## src/rtl/hazard_pkg.sv

```systemverilog
// Shared types for the hazard scoreboard unit.
// Optional feature macro: HAZARD_PERF_CNT_EN (adds stall performance counters).
package hazard_pkg;

  localparam int unsigned NUM_RD_PORTS_DEF = 2;
  localparam int unsigned REG_AW_DEF       = 5;
  localparam int unsigned WDOG_MAX_DEF     = 40;
  localparam int unsigned PERF_W           = 32;

  typedef enum logic [1:0] {
    FWD_NONE = 2'b00,
    FWD_MEM  = 2'b01,
    FWD_WB   = 2'b10
  } fwd_sel_t;

  typedef enum logic {
    LS_IDLE = 1'b0,
    LS_BUSY = 1'b1
  } long_state_t;

endpackage

```

## src/rtl/hazard_scoreboard_unit_if.sv

```systemverilog
// Pipeline <-> hazard unit signal bundle; master is the pipeline, slave the hazard unit.
// HAZARD_PERF_CNT_EN adds the perf counter outputs.
interface hazard_scoreboard_unit_if
  import hazard_pkg::*;
#(
  parameter int unsigned NUM_RD_PORTS = NUM_RD_PORTS_DEF,
  parameter int unsigned REG_AW       = REG_AW_DEF
);
  logic [NUM_RD_PORTS*REG_AW-1:0] src_addrD;
  logic [NUM_RD_PORTS*REG_AW-1:0] src_addrE;
  logic              wr_enE, wr_enM, wr_enW;
  logic [REG_AW-1:0] wr_addrE, wr_addrM, wr_addrW;
  logic              is_loadE;
  logic              long_startE;
  logic [REG_AW-1:0] long_dstE;
  logic              long_done;
  logic              i_stall, d_stall;
  logic              flush_jumpE, flush_predM, flush_excM;
  logic [NUM_RD_PORTS*2-1:0] fwd_selE;
  logic stallF, stallD, stallE, stallM, stallW;
  logic flushF, flushD, flushE, flushM, flushW;
  logic long_busy;
  logic lat_err;
`ifdef HAZARD_PERF_CNT_EN
  logic [PERF_W-1:0] perf_lu_cnt, perf_sb_cnt, perf_mem_cnt;
`endif

  modport master (
    output src_addrD, src_addrE, wr_enE, wr_enM, wr_enW, wr_addrE, wr_addrM, wr_addrW,
           is_loadE, long_startE, long_dstE, long_done, i_stall, d_stall,
           flush_jumpE, flush_predM, flush_excM,
    input  fwd_selE, stallF, stallD, stallE, stallM, stallW,
           flushF, flushD, flushE, flushM, flushW, long_busy, lat_err
`ifdef HAZARD_PERF_CNT_EN
    , input perf_lu_cnt, perf_sb_cnt, perf_mem_cnt
`endif
  );

  modport slave (
    input  src_addrD, src_addrE, wr_enE, wr_enM, wr_enW, wr_addrE, wr_addrM, wr_addrW,
           is_loadE, long_startE, long_dstE, long_done, i_stall, d_stall,
           flush_jumpE, flush_predM, flush_excM,
    output fwd_selE, stallF, stallD, stallE, stallM, stallW,
           flushF, flushD, flushE, flushM, flushW, long_busy, lat_err
`ifdef HAZARD_PERF_CNT_EN
    , output perf_lu_cnt, perf_sb_cnt, perf_mem_cnt
`endif
  );

endinterface

```

## src/rtl/hazard_fwd_port.sv

```systemverilog
// One E-stage source operand against the M and W writers; M (younger) wins over W.
module hazard_fwd_port
  import hazard_pkg::*;
#(
  parameter int unsigned REG_AW = REG_AW_DEF
) (
  input  logic [REG_AW-1:0] src_addr,
  input  logic              wr_en_m,
  input  logic [REG_AW-1:0] wr_addr_m,
  input  logic              wr_en_w,
  input  logic [REG_AW-1:0] wr_addr_w,
  output fwd_sel_t          fwd_sel_c
);

  always_comb begin
    fwd_sel_c = FWD_NONE;
    if (src_addr != '0) begin
      if (wr_en_m && (wr_addr_m == src_addr))      fwd_sel_c = FWD_MEM;
      else if (wr_en_w && (wr_addr_w == src_addr)) fwd_sel_c = FWD_WB;
    end
  end

endmodule

```

## src/rtl/hazard_scoreboard_unit.sv

```systemverilog
// 5-stage pipeline hazard controller with a one-entry long-op scoreboard and watchdog.
// HAZARD_PERF_CNT_EN adds load-use / scoreboard / memory stall cycle counters.
module hazard_scoreboard_unit
  import hazard_pkg::*;
#(
  parameter int unsigned NUM_RD_PORTS = NUM_RD_PORTS_DEF,
  parameter int unsigned REG_AW       = REG_AW_DEF,
  parameter int unsigned WDOG_MAX     = WDOG_MAX_DEF
) (
  input logic clk,
  input logic rst,
  hazard_scoreboard_unit_if.slave hz
);

  localparam int unsigned WDOG_W = $clog2(WDOG_MAX + 1);

  long_state_t       state, state_nxt;
  logic [REG_AW-1:0] busy_dst, busy_dst_nxt;
  logic [WDOG_W-1:0] wdog;
  logic              lat_err;
  logic              long_busy, load_use, sb_hit, struct_haz, hard, start_ok, relaunch;
  logic              lu_match, sb_match;
  fwd_sel_t          sel [NUM_RD_PORTS];
  logic [NUM_RD_PORTS*2-1:0] fwd_flat;

  for (genvar p = 0; p < NUM_RD_PORTS; p++) begin : g_fwd
    hazard_fwd_port #(.REG_AW(REG_AW)) u_port (
      .src_addr (hz.src_addrE[p*REG_AW +: REG_AW]),
      .wr_en_m  (hz.wr_enM),
      .wr_addr_m(hz.wr_addrM),
      .wr_en_w  (hz.wr_enW),
      .wr_addr_w(hz.wr_addrW),
      .fwd_sel_c(sel[p])
    );
  end

  always_comb begin
    fwd_flat = '0;
    for (int p = 0; p < NUM_RD_PORTS; p++) fwd_flat[p*2 +: 2] = sel[p];
  end
  assign hz.fwd_selE = fwd_flat;

  // D-stage source matches against the E-stage load and the scoreboard entry
  always_comb begin
    lu_match = 1'b0;
    sb_match = 1'b0;
    for (int p = 0; p < NUM_RD_PORTS; p++) begin
      if (hz.src_addrD[p*REG_AW +: REG_AW] != '0) begin
        if (hz.src_addrD[p*REG_AW +: REG_AW] == hz.wr_addrE) lu_match = 1'b1;
        if (hz.src_addrD[p*REG_AW +: REG_AW] == busy_dst)    sb_match = 1'b1;
      end
    end
  end

  always_ff @(posedge clk) begin
    if (rst) begin
      state    <= LS_IDLE;
      busy_dst <= '0;
    end else begin
      state    <= state_nxt;
      busy_dst <= busy_dst_nxt;
    end
  end

  always_comb begin
    state_nxt    = state;
    busy_dst_nxt = busy_dst;
    relaunch     = 1'b0;
    case (state)
      LS_IDLE: begin
        if (start_ok) begin
          state_nxt    = LS_BUSY;
          busy_dst_nxt = hz.long_dstE;
        end
      end
      LS_BUSY: begin
        if (hz.flush_excM) begin
          state_nxt    = LS_IDLE;
          busy_dst_nxt = '0;
        end else if (hz.long_done) begin
          if (start_ok) begin
            relaunch     = 1'b1;
            busy_dst_nxt = hz.long_dstE;
          end else begin
            state_nxt    = LS_IDLE;
            busy_dst_nxt = '0;
          end
        end
      end
      default: begin
        state_nxt    = LS_IDLE;
        busy_dst_nxt = '0;
      end
    endcase
  end

  always_comb begin
    long_busy  = (state == LS_BUSY);
    load_use   = hz.is_loadE & hz.wr_enE & lu_match;
    sb_hit     = long_busy & sb_match;
    struct_haz = hz.long_startE & long_busy & ~hz.long_done;
    hard       = hz.i_stall | hz.d_stall | struct_haz;

    hz.stallW = hard;
    hz.stallM = hard;
    hz.stallE = hard;
    hz.stallD = hard | load_use | sb_hit;
    hz.stallF = ~hz.flush_excM & (hard | ((load_use | sb_hit) & ~hz.flush_predM));

    hz.flushF = 1'b0;
    hz.flushW = 1'b0;
    hz.flushM = hz.flush_excM;
    hz.flushE = hz.flush_excM | (hz.flush_predM & ~hard) | ((load_use | sb_hit) & ~hard);
    hz.flushD = hz.flush_excM | (hz.flush_predM & ~hard)
              | (hz.flush_jumpE & ~hard & ~load_use & ~sb_hit);

    start_ok     = hz.long_startE & ~hz.stallE & ~hz.flushE & ~hz.flush_excM;
    hz.long_busy = long_busy;
    hz.lat_err   = lat_err;
  end

  // Watchdog restarts for every op; lat_err stays set until reset
  always_ff @(posedge clk) begin
    if (rst) begin
      wdog    <= '0;
      lat_err <= 1'b0;
    end else if (long_busy && (state_nxt == LS_BUSY) && !relaunch) begin
      if (wdog != WDOG_W'(WDOG_MAX)) wdog <= wdog + WDOG_W'(1);
      if (wdog == WDOG_W'(WDOG_MAX - 1)) lat_err <= 1'b1;
    end else begin
      wdog <= '0;
    end
  end

`ifdef HAZARD_PERF_CNT_EN
  always_ff @(posedge clk) begin
    if (rst) begin
      hz.perf_lu_cnt  <= '0;
      hz.perf_sb_cnt  <= '0;
      hz.perf_mem_cnt <= '0;
    end else begin
      if (load_use)                hz.perf_lu_cnt  <= hz.perf_lu_cnt + PERF_W'(1);
      if (sb_hit)                  hz.perf_sb_cnt  <= hz.perf_sb_cnt + PERF_W'(1);
      if (hz.i_stall | hz.d_stall) hz.perf_mem_cnt <= hz.perf_mem_cnt + PERF_W'(1);
    end
  end
`endif

endmodule

```

## src/flat_wrapper.sv

```systemverilog
// flat-port wrapper written by rule: the top's interface ports become plain ports
module hazard_scoreboard_unit_flat import hazard_pkg::*;
#(
  parameter int unsigned NUM_RD_PORTS = NUM_RD_PORTS_DEF,
  parameter int unsigned REG_AW       = REG_AW_DEF,
  parameter int unsigned WDOG_MAX     = WDOG_MAX_DEF
)
  (clk, rst, hz_src_addrD, hz_src_addrE, hz_wr_enE, hz_wr_enM, hz_wr_enW, hz_wr_addrE, hz_wr_addrM, hz_wr_addrW, hz_is_loadE, hz_long_startE, hz_long_dstE, hz_long_done, hz_i_stall, hz_d_stall, hz_flush_jumpE, hz_flush_predM, hz_flush_excM, hz_fwd_selE, hz_stallF, hz_stallD, hz_stallE, hz_stallM, hz_stallW, hz_flushF, hz_flushD, hz_flushE, hz_flushM, hz_flushW, hz_long_busy, hz_lat_err);
  hazard_scoreboard_unit_if #(.NUM_RD_PORTS(NUM_RD_PORTS), .REG_AW(REG_AW)) hz_i ();
  input logic clk;
  input logic rst;
  input wire logic [$bits(hz_i.src_addrD)-1:0] hz_src_addrD;
  input wire logic [$bits(hz_i.src_addrE)-1:0] hz_src_addrE;
  input wire logic [$bits(hz_i.wr_enE)-1:0] hz_wr_enE;
  input wire logic [$bits(hz_i.wr_enM)-1:0] hz_wr_enM;
  input wire logic [$bits(hz_i.wr_enW)-1:0] hz_wr_enW;
  input wire logic [$bits(hz_i.wr_addrE)-1:0] hz_wr_addrE;
  input wire logic [$bits(hz_i.wr_addrM)-1:0] hz_wr_addrM;
  input wire logic [$bits(hz_i.wr_addrW)-1:0] hz_wr_addrW;
  input wire logic [$bits(hz_i.is_loadE)-1:0] hz_is_loadE;
  input wire logic [$bits(hz_i.long_startE)-1:0] hz_long_startE;
  input wire logic [$bits(hz_i.long_dstE)-1:0] hz_long_dstE;
  input wire logic [$bits(hz_i.long_done)-1:0] hz_long_done;
  input wire logic [$bits(hz_i.i_stall)-1:0] hz_i_stall;
  input wire logic [$bits(hz_i.d_stall)-1:0] hz_d_stall;
  input wire logic [$bits(hz_i.flush_jumpE)-1:0] hz_flush_jumpE;
  input wire logic [$bits(hz_i.flush_predM)-1:0] hz_flush_predM;
  input wire logic [$bits(hz_i.flush_excM)-1:0] hz_flush_excM;
  output wire logic [$bits(hz_i.fwd_selE)-1:0] hz_fwd_selE;
  output wire logic [$bits(hz_i.stallF)-1:0] hz_stallF;
  output wire logic [$bits(hz_i.stallD)-1:0] hz_stallD;
  output wire logic [$bits(hz_i.stallE)-1:0] hz_stallE;
  output wire logic [$bits(hz_i.stallM)-1:0] hz_stallM;
  output wire logic [$bits(hz_i.stallW)-1:0] hz_stallW;
  output wire logic [$bits(hz_i.flushF)-1:0] hz_flushF;
  output wire logic [$bits(hz_i.flushD)-1:0] hz_flushD;
  output wire logic [$bits(hz_i.flushE)-1:0] hz_flushE;
  output wire logic [$bits(hz_i.flushM)-1:0] hz_flushM;
  output wire logic [$bits(hz_i.flushW)-1:0] hz_flushW;
  output wire logic [$bits(hz_i.long_busy)-1:0] hz_long_busy;
  output wire logic [$bits(hz_i.lat_err)-1:0] hz_lat_err;
  assign hz_i.src_addrD = hz_src_addrD;
  assign hz_i.src_addrE = hz_src_addrE;
  assign hz_i.wr_enE = hz_wr_enE;
  assign hz_i.wr_enM = hz_wr_enM;
  assign hz_i.wr_enW = hz_wr_enW;
  assign hz_i.wr_addrE = hz_wr_addrE;
  assign hz_i.wr_addrM = hz_wr_addrM;
  assign hz_i.wr_addrW = hz_wr_addrW;
  assign hz_i.is_loadE = hz_is_loadE;
  assign hz_i.long_startE = hz_long_startE;
  assign hz_i.long_dstE = hz_long_dstE;
  assign hz_i.long_done = hz_long_done;
  assign hz_i.i_stall = hz_i_stall;
  assign hz_i.d_stall = hz_d_stall;
  assign hz_i.flush_jumpE = hz_flush_jumpE;
  assign hz_i.flush_predM = hz_flush_predM;
  assign hz_i.flush_excM = hz_flush_excM;
  assign hz_fwd_selE = hz_i.fwd_selE;
  assign hz_stallF = hz_i.stallF;
  assign hz_stallD = hz_i.stallD;
  assign hz_stallE = hz_i.stallE;
  assign hz_stallM = hz_i.stallM;
  assign hz_stallW = hz_i.stallW;
  assign hz_flushF = hz_i.flushF;
  assign hz_flushD = hz_i.flushD;
  assign hz_flushE = hz_i.flushE;
  assign hz_flushM = hz_i.flushM;
  assign hz_flushW = hz_i.flushW;
  assign hz_long_busy = hz_i.long_busy;
  assign hz_lat_err = hz_i.lat_err;
  hazard_scoreboard_unit #(.NUM_RD_PORTS(NUM_RD_PORTS), .REG_AW(REG_AW), .WDOG_MAX(WDOG_MAX)) u_core (.clk(clk), .rst(rst), .hz(hz_i));
endmodule
```

## config.mk

```make
export PLATFORM = sky130hd
export DESIGN_NAME = hazard_scoreboard_unit_flat
export DESIGN_NICKNAME = d
export VERILOG_FILES = /design/src/rtl/hazard_pkg.sv /design/src/rtl/hazard_scoreboard_unit_if.sv /design/src/rtl/hazard_fwd_port.sv /design/src/rtl/hazard_scoreboard_unit.sv /design/src/flat_wrapper.sv
export SDC_FILE = /design/constraint.sdc
export NUM_CORES = 1
export LEC_CHECK = 0
export CAP_MARGIN = 15
export CORE_AREA = 8 8 50 73
export CTS_CLUSTER_SIZE = 14
export DETAILED_ROUTE_END_ITERATION = 10
export DIE_AREA = 0 0 58 81
export DONT_BUFFER_PORTS = 1
export GPL_ROUTABILITY_DRIVEN = 1
export PLACE_DENSITY_LB_ADDON = 0.2
export SLEW_MARGIN = 20
export SYNTH_ARGS = -nofsm -noshare
export SYNTH_HDL_FRONTEND = slang
export SYNTH_HIERARCHICAL = 1
export SYNTH_SLANG_ARGS = --single-unit
```

## constraint.sdc

```tcl
create_clock -name clk -period 3.1 [get_ports clk]
set_input_delay 0.62 -clock clk [delete_from_list [all_inputs] [get_ports clk]]
set_output_delay 0.62 -clock clk [all_outputs]
set_load 0.02 [all_outputs]
```

== Word-level counts from Yosys, hierarchy flattened ==
Cells that the tools add are included.
Cells by class
  $add $sub $neg: 1
  bitwise operators: 33
  multiplexer cells: 26
  reduce and logical (&&, ||, !) cells: 14
  equality and inequality tests: 12
Operator list (number)
  5-bit == test: 8
  5-bit 2-to-1 mux: 4
  5-bit nonzero test: 4
  1-bit AND: 15
  1-bit 2-to-1 mux: 14
  2-bit 2-to-1 mux: 6
  5-bit case mux with 2 select lines: 1
  1-bit NOT: 9
  1-bit bitwise OR: 9
  6-bit by 1-bit adder with 6-bit output (second input constant): 1
  6-bit == test (second input constant): 1
  1-bit logical AND: 6
  6-bit != test (second input constant): 1
  2-bit AND reduction: 2
  3-bit != test (second input constant): 1
  2-bit by 1-bit != test with 1-bit output (second input constant): 1
  1-bit case mux with 2 select lines: 1
  2-bit OR reduction: 1
  1-bit zero test: 1
Word-level totals
  output and inout port bits: 16
  bits in registers: 13
  word-level logic and storage cells: 90

== Logic depth before layout (Yosys ltp) ==
Gate-level depths: netlist (run 1).
  word-level depth: 20
  depth in mapped cells: 6

== Hierarchy ==
Netlist (run 1), hierarchy kept.
Modules (own cells, without submodules)
  hazard_scoreboard_unit: area an instance 1001.0 um^2, sequential area each 260.2 um^2, times used 1, cells an instance 112
  hazard_fwd_port: area an instance 135.1 um^2, sequential area each 0.0 um^2, times used 2, cells an instance 18

== Least setup slack after synthesis (run 1) ==
Ideal clock, no wire load.
  path type: in2out
  start point: input port hz_src_addrD[1]
  end point: output port hz_flushD
  stages: 6
  setup slack: 0.331 ns
  arrival: 2.149 ns
  cells stage by stage: or4_4 o211ai_2 o22ai_2 a32oi_4 a21oi_1 o21bai_1
Between the ends
  cells in the longest elaborated chain, start to end: 10
  elaborated cells between the ends (all ways): 18
Ends and longest elaborated chain
  start, declared: RTL line flat_wrapper.sv:12  | input wire logic [$bits(hz_i.src_addrD)-1:0] hz_src_addrD;
  5-bit == test: RTL line hazard_scoreboard_unit.sv:49  | if (hz.src_addrD[p*REG_AW +: REG_AW] == hz.wr_addrE) lu_match = 1'b1;
  1-bit 2-to-1 mux: RTL line hazard_scoreboard_unit.sv:49
  1-bit 2-to-1 mux: RTL line hazard_scoreboard_unit.sv:48  | if (hz.src_addrD[p*REG_AW +: REG_AW] != '0) begin
  1-bit 2-to-1 mux: RTL line hazard_scoreboard_unit.sv:49
  1-bit 2-to-1 mux: RTL line hazard_scoreboard_unit.sv:48
  1-bit AND: RTL line hazard_scoreboard_unit.sv:99  | load_use = hz.is_loadE & hz.wr_enE & lu_match;
  1-bit NOT: RTL line hazard_scoreboard_unit.sv:115  | | (hz.flush_jumpE & ~hard & ~load_use & ~sb_hit);
  1-bit AND: RTL line hazard_scoreboard_unit.sv:115
  1-bit AND *: RTL line hazard_scoreboard_unit.sv:115
  1-bit bitwise OR *: RTL line hazard_scoreboard_unit.sv:115
  end, declared: RTL line flat_wrapper.sv:36  | output wire logic [$bits(hz_i.flushD)-1:0] hz_flushD;
Every way passes the cells marked *; elsewhere a longest branch is shown, timed or not.

== Worst setup path after layout (run 1) ==
Ends and elaborated chain as after synthesis.

==> results of run 1 <==
[power breakdown]
group | internal (W) | switching (W) | total, W
clock | 0.0000903 | 0.0000535 | 0.000144
combinational | 0.0000484 | 0.0000420 | 0.0000905
sequential | 0.000168 | 0.00000149 | 0.000170
total | 0.000307 | 0.0000971 | 0.000404
[final timing paths]
path	start	end	slack, ps	cells past startpoint
min reg2reg	u_core/busy_dst[0]	u_core/busy_dst[0]	500	2
min	rst	u_core/hz.lat_err	450	1
max reg2reg	u_core/busy_dst[2]	u_core/busy_dst[4]	1580	6
max	hz_src_addrD[1]	hz_flushD	310	7
[cell families (layout without fill, tap and decap cells)]
family          after synthesis  count (layout)  synth area share, %
compound gates               14              14                 10.3
xor+xnor                     45              45                 31.0
fa+ha+maj                     2               2                 1.97
buf+inv                       9              11                 4.13
flops                        13              13                 20.5
mux                           6               6                 4.72
other cells                   1               2                0.295
simple gates                 58              58                 27.1
[sequential cells by signal, indices dropped and copies added, names as in the netlist]
| name | flops |
|---|---|
| u_core/hz.lat_err | 1 |
| u_core/hz.long_busy | 1 |
| u_core/wdog | 6 |
| u_core/busy_dst | 5 |
[cell usage after synthesis (all sizes together)]
library cell and count:
nor3 3, xor2 10, a32oi 1, nand2b 2
o22ai 2, nand2 9, o21ai 1, a211oi 1
nor4b 2, xnor2 35, or2b 4, nor4 3
o21bai 1, or4 4, conb 1, ha 2
nor2b 1, dfxtp 13, clkbuf 1, inv 3
o211ai 4, a21oi 2, mux2i 6, nand4b 2
nand3 8, o21a 2, buf 5, nand4 3
nor2 16, or3 1
[routing by layer]
metal	part of all wire, %	track usage [%]
met5	0	0
met4	2.3	6.40
met3	12	5.21
met2	56	27.2
met1	30	10.5
[layout make-up]
type                    instances  area, um2
inverters                       3       11.3
well taps                      25       31.3
fillers                       263       1250
repair buffers                  4       30.0
multi-input cells             127        962
flip-flops and latches         13        260
clock buffers                   4       45.0
[per-stage QoR]
stage | cells | worst slack (ps) | util [%]
global placement | 172 | 341 | 50.0
CTS | 176 | 308 | 51.7
floorplan | 149 | 331 | -
global route | 176 | 209 | 51.7
detailed placement | 172 | 312 | 50.0
finish | 176 | 310 | 51.7
==> metrics, run 1 <==
vias in the first global route=around 1,100; die height=81 um; Clock Tree Root=clkbuf_8; Mapped Cells=about 150; initial antenna violation count=0; CTS sink count=13; 1st-iter DRT viols=38; leakage=~0.44 nW; Worst setup SP type=input pin; cts bufs inserted=3; CP Buf/Inv Count=1; run status=finished, final reports clean; sequence of cells on the critical path=or4_4 > o211ai_1 > o22ai_1 > a32oi_4 > a21oi_1 > o21bai_1 > buf_4; DR WL/cell=18.8 um; final-report hold violation count=0; CTS tree=done; Tcrit/Tclk final=about nine tenths; total power=approximately 0.00040 W; post-route ant nets=0; Boundary Pins=69; clk_lat worst skew=about 230 ps; PwrDens=302 nW/um2; Synth top area share=between 20% and 30%; Port Buf Inserts=0; number of diodes=0; final instance area=approximately 1300 um2; commonest non-fill, non-tap cell in the layout=xnor2_1; post-synthesis cell area=approximately 1300 um2; min-delay worst type=input pin to register; synthesis-to-finish area growth=5.41%; cell family with most CP delay=compound AO/OA/AOI/OAI gates; RSZ-0062 raised after global routing=false; CTS max path bufs=2; hold_ws=452 ps; # hold bufs at CTS=0; setup bufs post-CTS=0; largest stage delay on the critical path=520 ps; Slew Viols, Final=0; layout cells sized above 1=between 10% and 20%; Reg clk slew, reported paths=approximately 50 ps; die area=4700 um2; setup TNS=0 ps; # nets final=207; crit path kind=input pin to output pin; slowest cell on the critical path=or4_4; most frequent cells in the layout=xnor2_1 (35), nor2_1 (14), dfxtp_1 (13); gpl congestion=approximately 0.87; post-synth top area cell=xnor2_1; first-pass GRT wire length=5.04 mm; Avg Cell Area, Syn=approximately 8.6 um2; CTS HTree Levels=1; GRT Total Usage=13.4%; CP Capture Type=output pin; CP Max Fanout=5; FMAX=~360 MHz; largest net degree at the start of global routing=10; overall via count from detail_route=1,057; number of vias per cell=approximately 6; largest cells by area after synthesis=xnor2_1 (24%), dfxtp_1 (20%), xor2_1 (6.9%), mux2i_1 (4.7%), nor2_1 (4.1%); site row count=23; CP arrival=around 2200 ps; Post-CTS Resized=0; Residual DRC=0; die width=58 um; Yosys reg bits=13; placed instance area=1290 um2; maximum clock skew at final layout=around 2.0 ps; Post-DP HPWL=slightly below 3 mm; Initial Util=49.1%; maximum vdd drop=about 0.00029 V; register area share after synthesis=about a fifth; core area=between 2000 and 3000 um2; Detailed Routing Iterations Pass 1=4; DRT Wirelength=approximately 3.3 mm; min Tclk post-route=2790 ps; number of max-cap violations=0; worst path required time=roughly 2500 ps; Final setup viols=0; synth unique cells=36; Ys Warns=6; grt total ovfl=0
Power figures use the tool's default switching activity.
==> run 2, diff against run 1 <==
Settings changed: HOLD_SLACK_MARGIN from default to 0.06.
==> results of run 2 <==
Same layout as run 1: the final DEF is identical, and so are final timing and power.
==> run 3, diff against run 2 <==
Settings changed: CTS_BUF_LIST from default to sky130_fd_sc_hd__clkbuf_4 sky130_fd_sc_hd__clkbuf_8.
==> run 3 against run 2 <==
Compared with the run above:
- cell area increased by 0.28%
- die area unchanged
- global-route usage stayed put
- hold slack lost 0.78 ps
- flip-flop and latch count is the same
- core utilization rose by 0.14 points
- critical path type unchanged
- first-iteration DRC count unchanged
- non-clock buffer count is the same
- worst setup slack barely moved
- clock power increased by 6%
- largest cell class unchanged
- largest power group unchanged
- critical endpoint unchanged
- power up 2.3%
- combinational power about the same
==> metrics, run 3 (same netlist as run 1, synthesis figures left out) <==
Detailed Routing Iterations Pass 1=4 (unchanged); die area=4700 um2 (unchanged); CTS sink count=13 (unchanged); die height=81 um (unchanged); wire length on met1=982 um (-0.81%); # nets final=207 (unchanged); largest stage delay on the critical path=520 ps (about the same); net switching power=0.0000978 W (+0.74%); overall via count from detail_route=1,063 (+0.57%); # hold bufs at CTS=0 (unchanged); final-report hold violation count=0 (unchanged); Clock Tree Root=clkbuf_8; R2R setup slack=1580 ps (about the same); worst path required time=2480 ps (about the same); Final setup viols=0 (unchanged); CTS tree=done; cell family with most CP delay=compound AO/OA/AOI/OAI gates; CTS max path bufs=2 (unchanged); synthesis-to-finish area growth=5.71%; max reg flops=6 (unchanged); Worst path depth=7 (unchanged); CP Capture Type=output pin; GRT Total Usage=13.4% (unchanged); most frequent cells in the layout=xnor2_1 (35), nor2_1 (14), dfxtp_1 (13); P_int=0.000316 W (+2.9%); FF/Latch Area=260 um2 (unchanged); core area=2590 um2 (unchanged); Worst setup SP type=input pin; Final Non-Filler Cells=176 (unchanged); Largest regs=u_core/wdog (6), u_core/busy_dst (5); initial antenna violation count=0 (unchanged); maximum clock skew at final layout=1.72 ps (-0.320 ps); crit path kind=input pin to output pin; top routing layer in use=met4; slowest cell on the critical path=or4_4; sequence of cells on the critical path=or4_4 > o211ai_1 > o22ai_1 > a32oi_4 > a21oi_1 > o21bai_1 > buf_4; grt total ovfl=0 (unchanged); CP Buf/Inv Count=1 (unchanged); Cells after DPL=172 (unchanged); setup TNS=0 ps (unchanged); Post-CTS Resized=0 (unchanged); reg-to-reg endpoint=u_core/busy_dst[4]; Tcrit/Tclk final=90.0% (about the same); CTS HTree Levels=1 (unchanged); first-pass GRT wire length=5.04 mm (unchanged); post-route ant nets=0 (unchanged); 1st-iter DRT viols=38 (unchanged); worst r2r src=u_core/busy_dst[2]; min-delay worst type=input pin to register; combinational share of power=21.9% (-0.5 points); FMAX=358 MHz (unchanged); maximum vdd drop=0.000288 V (about the same); Slew Viols, Final=0 (unchanged); switching share of power=23.6% (-0.38 points); leakage=0.440 nW (+0.78%); DRT Wirelength=3.30 mm (-0.51%); Flop pwr share=41.0% (-1.0 points); Boundary Pins=69 (unchanged); Clk pwr share=37.1% (+1.5 points); PwrDens=308 nW/um2 (+2.1%); Post-DP HPWL=2.96 mm (unchanged); vias in the first global route=1,108 (unchanged); setup bufs post-CTS=0 (unchanged); DR WL/cell=18.7 um (-0.51%); commonest non-fill, non-tap cell in the layout=xnor2_1; layout cells sized above 1=14.6% (+0.66 points); RSZ-0062 raised after global routing=false; largest net degree at the start of global routing=10 (unchanged); number of diodes=0 (unchanged); clk_lat worst skew=230 ps (about the same); hold path endpoint=u_core/hz.lat_err; Residual DRC=0 (unchanged); CP Max Fanout=5 (unchanged); area of the multi-input gates=962 um2 (unchanged); min Tclk post-route=2790 ps (-0.00100 ps); CP arrival=2170 ps (about the same); WL met3=387 um (-2.8%); worst r2r path cells=6 (unchanged); hold path start=rst; die width=58 um (unchanged); number of vias per cell=6.04 (+0.57%); gpl congestion=0.866 (unchanged); Filler Cell Count=265 (+0.76%); cts bufs inserted=3 (unchanged); run status=finished, final reports clean; hold depth=1 (unchanged); number of max-cap violations=0 (unchanged); Initial Util=49.1% (unchanged); Reg clk slew, reported paths=50 ps (about the same); top register by number of flip-flops=u_core/wdog; site row count=23 (unchanged); wire length on met2=1.84 mm (-0.38%); Port Buf Inserts=0 (unchanged)
==> run 3: cell counts in the layout (fill, tap and decap cells not counted) <==
Identical to the previous run, type by type.
==> run 3: worst max path at each step <==
stage / to / slack [ps] / startpoint
2_1_floorplan: hz_flushD / 330 / hz_src_addrD[1]
3_3_place_gp: hz_flushD / 340 / hz_src_addrD[6]
3_5_place_dp: hz_flushD / 310 / hz_src_addrD[1]
4_1_cts: hz_flushD / 310 / hz_src_addrD[1]
5_1_grt: hz_flushD / 210 / hz_src_addrD[1]
6_report: hz_flushD / 310 / hz_src_addrD[1]
==> run 3: through the flow <==
| stage | setup slack [ps] | hold slack, ps | cell area (um2) | utilization (%) | power [W] |
|---|---|---|---|---|---|
| floorplan | 331 | 475 | 1270 | - | 0.000257 |
| global placement | 341 | 488 | 1290 | 50.0 | 0.000262 |
| detailed placement | 312 | 501 | 1290 | 50.0 | 0.000263 |
| CTS | 308 | 449 | 1340 | 51.9 | 0.000417 |
| global route | 209 | 442 | 1340 | 51.9 | 0.000432 |
| finish | 310 | 452 | 1340 | 51.9 | 0.000414 |
==> run 3: worst register-to-register path, cell delays in order, from the launching register on <==
cell,delay (ps)
dfxtp_1,350
xnor2_1,220
nand3_1,110
o22ai_1,270
a32oi_4,130
nand4_4,180
mux2i_1,200
==> run 3: power by group through the flow <==
stage                     clock [W]  sequential, W  combinational [W]
final                      0.000153       0.000170          0.0000905
after global placement            0       0.000173          0.0000883
after CTS                  0.000157       0.000170          0.0000906
after floorplan                   0       0.000173          0.0000843
after detailed placement          0       0.000173          0.0000901
after global routing       0.000165       0.000170          0.0000968
==> run 3: layout make-up <==
cell class | count | share of cell area, %
Multi-Input combinational cell | 127 | 71.6
Timing Repair Buffer | 4 | 2.23
Inverter | 3 | 0.838
Sequential cell | 13 | 19.4
Clock buffer | 4 | 3.63
Tap cell | 25 | 2.33
==> run 3: metal layers <==
layer  up-vias  GRT usage [%]
met4         0           6.40
met1       492           10.5
met2        53           27.2
li1        508              -
met3        10           5.21
met5         -              0
